## src/rtl/serial_sub_if.sv

```systemverilog
// Start/busy/done handshake bundle for the bit-serial subtractor.
// The master side issues operands; the slave side returns the difference and flags.
interface serial_sub_if #(
    parameter int unsigned WIDTH = 4
);
    logic             start;
    logic [WIDTH-1:0] A;
    logic [WIDTH-1:0] B;
    logic             busy;
    logic             done;
    logic [WIDTH-1:0] D;
    logic             B_out;
    logic             O_sub;

    modport master (
        output start, A, B,
        input  busy, done, D, B_out, O_sub
    );

    modport slave (
        input  start, A, B,
        output busy, done, D, B_out, O_sub
    );
endinterface

```

## src/rtl/serial_sub.sv

```systemverilog
// Bit-serial two's-complement subtractor D = A - B, LSB first, one bit per clock.
// Results and flags are held from one completion until the next or until reset.
module serial_sub #(
    parameter int unsigned WIDTH = 4
) (
    input  logic         clk,
    input  logic         rst,
    serial_sub_if.slave  bus
);
    localparam int unsigned CNT_W = (WIDTH > 2) ? $clog2(WIDTH) : 1;
    localparam logic [CNT_W-1:0] LAST = CNT_W'(WIDTH - 1);

    typedef enum logic [1:0] {IDLE, SHIFT, DONE} state_t;

    state_t           state_q, state_n;
    logic [CNT_W-1:0] cnt_q, cnt_n;
    logic [WIDTH-1:0] a_sh_q, a_sh_n;
    logic [WIDTH-1:0] b_sh_q, b_sh_n;
    logic [WIDTH-1:0] res_q, res_n;
    logic             borrow_q, borrow_n;
    logic [WIDTH-1:0] d_q, d_n;
    logic             bout_q, bout_n;
    logic             osub_q, osub_n;
    logic             busy_q, busy_n;
    logic             done_q, done_n;

    logic a_bit, b_bit, d_bit, bo_bit;

    // Full-subtractor cell on the current LSBs.
    always_comb begin
        a_bit  = a_sh_q[0];
        b_bit  = b_sh_q[0];
        d_bit  = a_bit ^ b_bit ^ borrow_q;
        bo_bit = (~a_bit & b_bit) | (~a_bit & borrow_q) | (b_bit & borrow_q);
    end

    // Next-state and registered-output logic.
    always_comb begin
        state_n  = state_q;
        cnt_n    = cnt_q;
        a_sh_n   = a_sh_q;
        b_sh_n   = b_sh_q;
        res_n    = res_q;
        borrow_n = borrow_q;
        d_n      = d_q;
        bout_n   = bout_q;
        osub_n   = osub_q;
        busy_n   = 1'b0;
        done_n   = 1'b0;

        unique case (state_q)
            IDLE, DONE: begin
                if (bus.start) begin
                    state_n  = SHIFT;
                    a_sh_n   = bus.A;
                    b_sh_n   = bus.B;
                    borrow_n = 1'b0;
                    cnt_n    = '0;
                    busy_n   = 1'b1;
                end else begin
                    state_n = IDLE;
                end
            end
            SHIFT: begin
                res_n    = {d_bit, res_q[WIDTH-1:1]};
                borrow_n = bo_bit;
                a_sh_n   = a_sh_q >> 1;
                b_sh_n   = b_sh_q >> 1;
                if (cnt_q == LAST) begin
                    // Borrow into the MSB is still in borrow_q here, so overflow is bin ^ bout.
                    state_n = DONE;
                    cnt_n   = '0;
                    done_n  = 1'b1;
                    d_n     = {d_bit, res_q[WIDTH-1:1]};
                    bout_n  = bo_bit;
                    osub_n  = borrow_q ^ bo_bit;
                end else begin
                    cnt_n  = cnt_q + CNT_W'(1);
                    busy_n = 1'b1;
                end
            end
            default: state_n = IDLE;
        endcase
    end

    always_ff @(posedge clk) begin
        if (rst) begin
            state_q  <= IDLE;
            cnt_q    <= '0;
            a_sh_q   <= '0;
            b_sh_q   <= '0;
            res_q    <= '0;
            borrow_q <= 1'b0;
            d_q      <= '0;
            bout_q   <= 1'b0;
            osub_q   <= 1'b0;
            busy_q   <= 1'b0;
            done_q   <= 1'b0;
        end else begin
            state_q  <= state_n;
            cnt_q    <= cnt_n;
            a_sh_q   <= a_sh_n;
            b_sh_q   <= b_sh_n;
            res_q    <= res_n;
            borrow_q <= borrow_n;
            d_q      <= d_n;
            bout_q   <= bout_n;
            osub_q   <= osub_n;
            busy_q   <= busy_n;
            done_q   <= done_n;
        end
    end

    assign bus.busy  = busy_q;
    assign bus.done  = done_q;
    assign bus.D     = d_q;
    assign bus.B_out = bout_q;
    assign bus.O_sub = osub_q;
endmodule

```

## src/flat_wrapper.sv

```systemverilog
// flat-port wrapper written by rule: the top's interface ports become plain ports
module serial_sub_flat 
#(
    parameter int unsigned WIDTH = 4
)
  (clk, rst, bus_start, bus_A, bus_B, bus_busy, bus_done, bus_D, bus_B_out, bus_O_sub);
  serial_sub_if #(.WIDTH(WIDTH)) bus_i ();
  input  logic clk;
  input  logic rst;
  input wire logic [$bits(bus_i.start)-1:0] bus_start;
  input wire logic [$bits(bus_i.A)-1:0] bus_A;
  input wire logic [$bits(bus_i.B)-1:0] bus_B;
  output wire logic [$bits(bus_i.busy)-1:0] bus_busy;
  output wire logic [$bits(bus_i.done)-1:0] bus_done;
  output wire logic [$bits(bus_i.D)-1:0] bus_D;
  output wire logic [$bits(bus_i.B_out)-1:0] bus_B_out;
  output wire logic [$bits(bus_i.O_sub)-1:0] bus_O_sub;
  assign bus_i.start = bus_start;
  assign bus_i.A = bus_A;
  assign bus_i.B = bus_B;
  assign bus_busy = bus_i.busy;
  assign bus_done = bus_i.done;
  assign bus_D = bus_i.D;
  assign bus_B_out = bus_i.B_out;
  assign bus_O_sub = bus_i.O_sub;
  serial_sub #(.WIDTH(WIDTH)) u_core (.clk(clk), .rst(rst), .bus(bus_i));
endmodule
```

## config.mk

```make
export PLATFORM = sky130hd
export DESIGN_NAME = serial_sub_flat
export DESIGN_NICKNAME = d
export VERILOG_FILES = /design/src/rtl/serial_sub_if.sv /design/src/rtl/serial_sub.sv /design/src/flat_wrapper.sv
export SDC_FILE = /design/constraint.sdc
export NUM_CORES = 1
export LEC_CHECK = 0
export ABC_CLOCK_PERIOD_IN_PS = 3100
export CORE_UTILIZATION = 30
export CTS_CLUSTER_SIZE = 16
export DETAILED_ROUTE_END_ITERATION = 16
export GPL_ROUTABILITY_DRIVEN = 0
export SYNTH_ARGS = -nofsm -noshare
export SYNTH_HDL_FRONTEND = slang
export SYNTH_SLANG_ARGS = --single-unit
```

## constraint.sdc

```tcl
create_clock -name clk -period 3.1 [get_ports clk]
set_input_delay 0.465 -clock clk [delete_from_list [all_inputs] [get_ports clk]]
set_output_delay 0.465 -clock clk [all_outputs]
set_load 0.01 [all_outputs]
```

# [Word level (Yosys, flattened, before mapping)]
# Cells that the tools add are included.
# W data, S select, Z words.
[word_totals] out_inout_bits=8 register_bits=25 input_bits=11 word_cells=49
[op_classes] n_bitwise=10 n_eq_ne=5 reduce_logical=6 n_addsub=1 muxes=16
[ops] operator="$pmux W4 S2" n=2
[ops] operator="$mux W4" n=2
[ops] operator="$pmux W2 S2" n=2
[ops] operator="$mux W2" n=3
[ops] operator="$mux W1" n=5
[ops] operator="$eq A2 B2 Y1 const B" n=2
[ops] operator="$pmux W1 S2" n=2
[ops] operator="$reduce_and A2 Y1" n=2
[ops] operator="$reduce_or A2 Y1" n=2
[ops] operator="$and A1 B1 Y1" n=3
[ops] operator="$xor A1 B1 Y1" n=3
[ops] operator="$add A2 B1 Y2 const B" n=1
[ops] operator="$eq A2 B1 Y1 const B" n=1
[ops] operator="$logic_not A2 Y1" n=1
[ops] operator="$ne A2 B1 Y1 const B" n=1
[ops] operator="$ne A2 B2 Y1 const B" n=1
[ops] operator="$not A1 Y1" n=2
[ops] operator="$or A1 B1 Y1" n=2
[ops] operator="$reduce_bool A2 Y1" n=1

# [Longest topological paths before layout]
[depth] depth_word=5 ltp_mapped=5 depth_no_buf=5

# [Least setup slack after synthesis]
# No wires, ideal clock.
[synth_timing] path_kind="flip-flop to flip-flop" start="register u_core.borrow_q" end="register u_core.osub_q (netlist: u_core.bus.O_sub)" t_arrival_ns=1.237 period_less_slack_ns=1.307 path_stages_with_launch=6 slack_ns=1.793 required_ns=3.029 path_buffers=0 setup_time_ns=0.071 path_cell_list="dfxtp_1 > inv_1 > fa_1 > xnor2_1 > nand3_2 > a21oi_1"
[synth_between] elab_chain_cells=4 elab_cells_between_ends=5 classes_between="bitwise (5)"
[synth_lines] item="start: declaration" line_no="serial_sub.sv:20" text="logic borrow_q, borrow_n;"
[synth_lines] item="start signal: assignment" line_no="serial_sub.sv:105" text="borrow_q <= borrow_n;"
[synth_lines] item="$and A1 B1 Y1" line_no="serial_sub.sv:34" text="bo_bit = (~a_bit & b_bit) | (~a_bit & borrow_q) | (b_bit & borrow_q);"
[synth_lines] item="$or A1 B1 Y1 (2 in series)" line_no="serial_sub.sv:34"
[synth_lines] item="$xor A1 B1 Y1 *" line_no="serial_sub.sv:76" text="osub_n = borrow_q ^ bo_bit;"
[synth_lines] item="end signal: assignment" line_no="serial_sub.sv:108" text="osub_q <= osub_n;"
[synth_lines] item="end: declaration" line_no="serial_sub.sv:23" text="logic osub_q, osub_n;"
# Every way passes the cells marked *; elsewhere a longest branch is shown, timed or not.
# A chain may end at the register's enable or synchronous reset.

# [Final worst setup path]
[layout_timing] start="register u_core.bout_q (netlist: u_core.bus.B_out)" end="output bus_B_out"
[layout_lines] item="start: declaration" line_no="serial_sub.sv:22" text="logic bout_q, bout_n;"
[layout_lines] item="start signal: assignment" line_no="serial_sub.sv:107" text="bout_q <= bout_n;"
[layout_lines] item="end: declaration" line_no="flat_wrapper.sv:16" text="output wire logic [$bits(bus_i.B_out)-1:0] bus_B_out;"
# No word-level cell between the ends.

==> results.tsv <==
stage	metric	value	unit
layout	seqCellArea	480.5	um2
clock_network	postCtsSetupBuffers	0	
global_route	antenna_found_initial	0	
logic_synthesis	synth_fa_ha_area_share	3.390	%
logic_synthesis	ys_ff_latch	24	
sta	period_needed	1.643	ns
sta	slew_viol_final	0	
clock_network	cts_root_buffer	clkbuf_4	
logic_synthesis	netlist_area	959.7	um2
clock_network	cts_tree	done	
layout	postLayoutCoreUtil	37.91	%
power	irDropWorstVdd	0.1173	mV
clock_network	clock_sinks	24	
die	die_y	58.56	um
sta	slew_headroom	41.00	%
power	p_leak	0.3848	nW
setup_path	critPathArrivalTime	1.18	ns
setup_path	crit_family	buffers and inverters	
setup_path	crit_chain	clkdlybuf4s50_1	
drt	drtIter0Drc	33	
placed_design	hpwl	1159	um
sta	fmax	608.6	MHz
run	maxCapViolations	0	
logic_synthesis	synthXorXnorAreaFrac	0.9126	%
setup_path	crit_path_start_kind	flip-flop	
global_route	grt_max_degree	25	
setup_path	setup.worst_path.end_class	primary output	
power	power_density	466.0	nW/um2
logic_synthesis	seq_area_frac_synth	50.07	%
logic_synthesis	synthCells	105	
clock_network	htreeDepth	1	
setup_path	worstSetupPathType	reg -> out	
global_route	first_global_vias	675	
setup_path	cp_slowest_cell	clkdlybuf4s50_1	
clock_network	cts_hold_buffers	0	
drt	avgRoutedWirePerCell	10.67	um
sta	setup_tns	0	ns
logic_synthesis	synth_compound_area_share	14.60	%
die	dieArea	3429	um2
logic_synthesis	synth_mux_area_share	0	%
logic_synthesis	synth_top_family_by_area	simple AND/OR/NAND/NOR gates	
die	start_util	31.43	%
global_route	grt_pass1_wl	3098	um
placed_design	io_buffers	18	
die	core-area	3053	um2
clock_network	clock_latency	0.30	ns
logic_synthesis	syn_nets	118	
power	power	539.4	uW
placed_design	dpl_cell_area	1135	um2
die	num_rows	20	
setup_path	path_max_fanout	2	
min_path	hold_class	reg -> reg	
layout	multiInputGateArea	404.1	um2
clock_network	numCtsBuffers	3	
logic_synthesis	synthSimpleGateAreaFrac	23.21	%
layout	synthToLayoutAreaGrowth	20.60	%
layout	drive_gt1_share	5.882	%
sta	rsz0062_at_grt	no	
clock_network	clk_path_buf_depth	2	
clock_network	clk_pin_slew	0.12	ns
drt	dr.pass1.iters	4	
layout	most-common-layout-cells	dfxtp_1 (24), clkdlybuf4s50_1 (18), nand2_1 (14)	
status	run_status	completed	
layout	final_common_cell	dfxtp_1	
global_route	grt_remaining_overflow	0	
layout	final_area	1157	um2
setup_path	slowest_delay	0.53	ns
layout	fin_nets	134	
global_route	track_usage	11.95	%
die	pin_count	19	
logic_synthesis	avgSynthCellArea	9.140	um2
layout	fillCellCount	336	
logic_synthesis	yosysUniqueCellTypes	25	
sta	fin_crit_sh	53.00	%
setup_path	cp.required	2.63	ns
sta	worst_pin_slew	0.8822	ns
logic_synthesis	synth_warnings	0	
sta	clock_skew	0.006114	ns
drt	drc	0	
setup_path	crit_buf_inv	1	
die	die_w	58.56	um
layout	diodes	0	
clock_network	ctsResizeCount	0	
drt	vias_per_cell	4.571	
sta	finalSetupViolCount	0	
drt	dr_total_vias	745	
sta	hold_violations	0	
drt	wl	1739	um
drt	ant_nets	0	
## metrics by stage
stage	setup WS, ns	cells	hold slack, ns
after detailed placement	1.279	160	0.4499
final	1.457	163	0.4621
after floorplan	1.793	105	0.4366
after global routing	1.401	163	0.4853
after CTS	1.436	163	0.4677
after global placement	1.297	160	0.4437
## logic make-up after synthesis
logic type / count (synthesis)
compound gates: 23
xor+xnor: 1
fa+ha+maj: 2
buf+inv: 10
flops: 24
simple gates: 45
## cells in the mapped netlist (all sizes together)
master,count,share of area (%)
dfxtp,24,50
nand2,14,5.5
a21oi,13,6.8
nor3,10,5.2
nand3,9,5.2
buf,6,6.3
o22ai,6,3.9
nor2,5,2.0
nand2b,3,2.0
a311oi,2,2.5
clkbuf,2,0.78
inv,2,0.78
a31oi,1,0.65
and2b,1,1.0
fa,1,2.1
ha,1,1.3
nand3b,1,0.78
nor2b,1,0.65
nor4b,1,0.91
o21a,1,0.78
xnor2,1,0.91
## final timing paths
kind                                 start                            to  slack [ns]  depth (start not counted)
max          u_core.bus.B_out$_SDFFE_PP0P_                     bus_B_out        1.46                          1
min           u_core.bus.D[0]$_SDFFE_PP0P_  u_core.bus.D[0]$_SDFFE_PP0P_        0.46                          2
max reg2reg   u_core.cnt_q[0]$_SDFFE_PP0P_  u_core.bus.D[1]$_SDFFE_PP0P_        1.64                          4
min reg2reg   u_core.bus.D[0]$_SDFFE_PP0P_  u_core.bus.D[0]$_SDFFE_PP0P_        0.46                          2
## sequential cells by signal, indices dropped and copies added, names as in the netlist
register	flops
u_core.bus.done	1
u_core.b_sh_q	4
u_core.bus.busy	1
u_core.borrow_q	1
u_core.bus.O_sub	1
u_core.state_q	2
u_core.cnt_q	2
u_core.res_q	3
u_core.a_sh_q	4
u_core.bus.D	4
u_core.bus.B_out	1
## layer usage
metal  track usage, %  wire length, um
met1            15.75              869
met3            1.978               35
met4            6.122               27
met5                0                0
met2            18.88              806
## area by class of cell
type	instances	area share, %
Tap cell	44	4.757
Sequential cell	24	41.51
Clock buffer	3	1.946
Inverter	2	0.6486
Timing Repair Buffer	19	16.22
Multi-Input combinational cell	71	34.92
## power breakdown
part | switching (mW) | internal (mW) | total [mW]
registers | 0.00888 | 0.324 | 0.333
logic | 0.0410 | 0.0380 | 0.0790
clock network | 0.0824 | 0.0452 | 0.128
(Power assumes the default switching activity.)
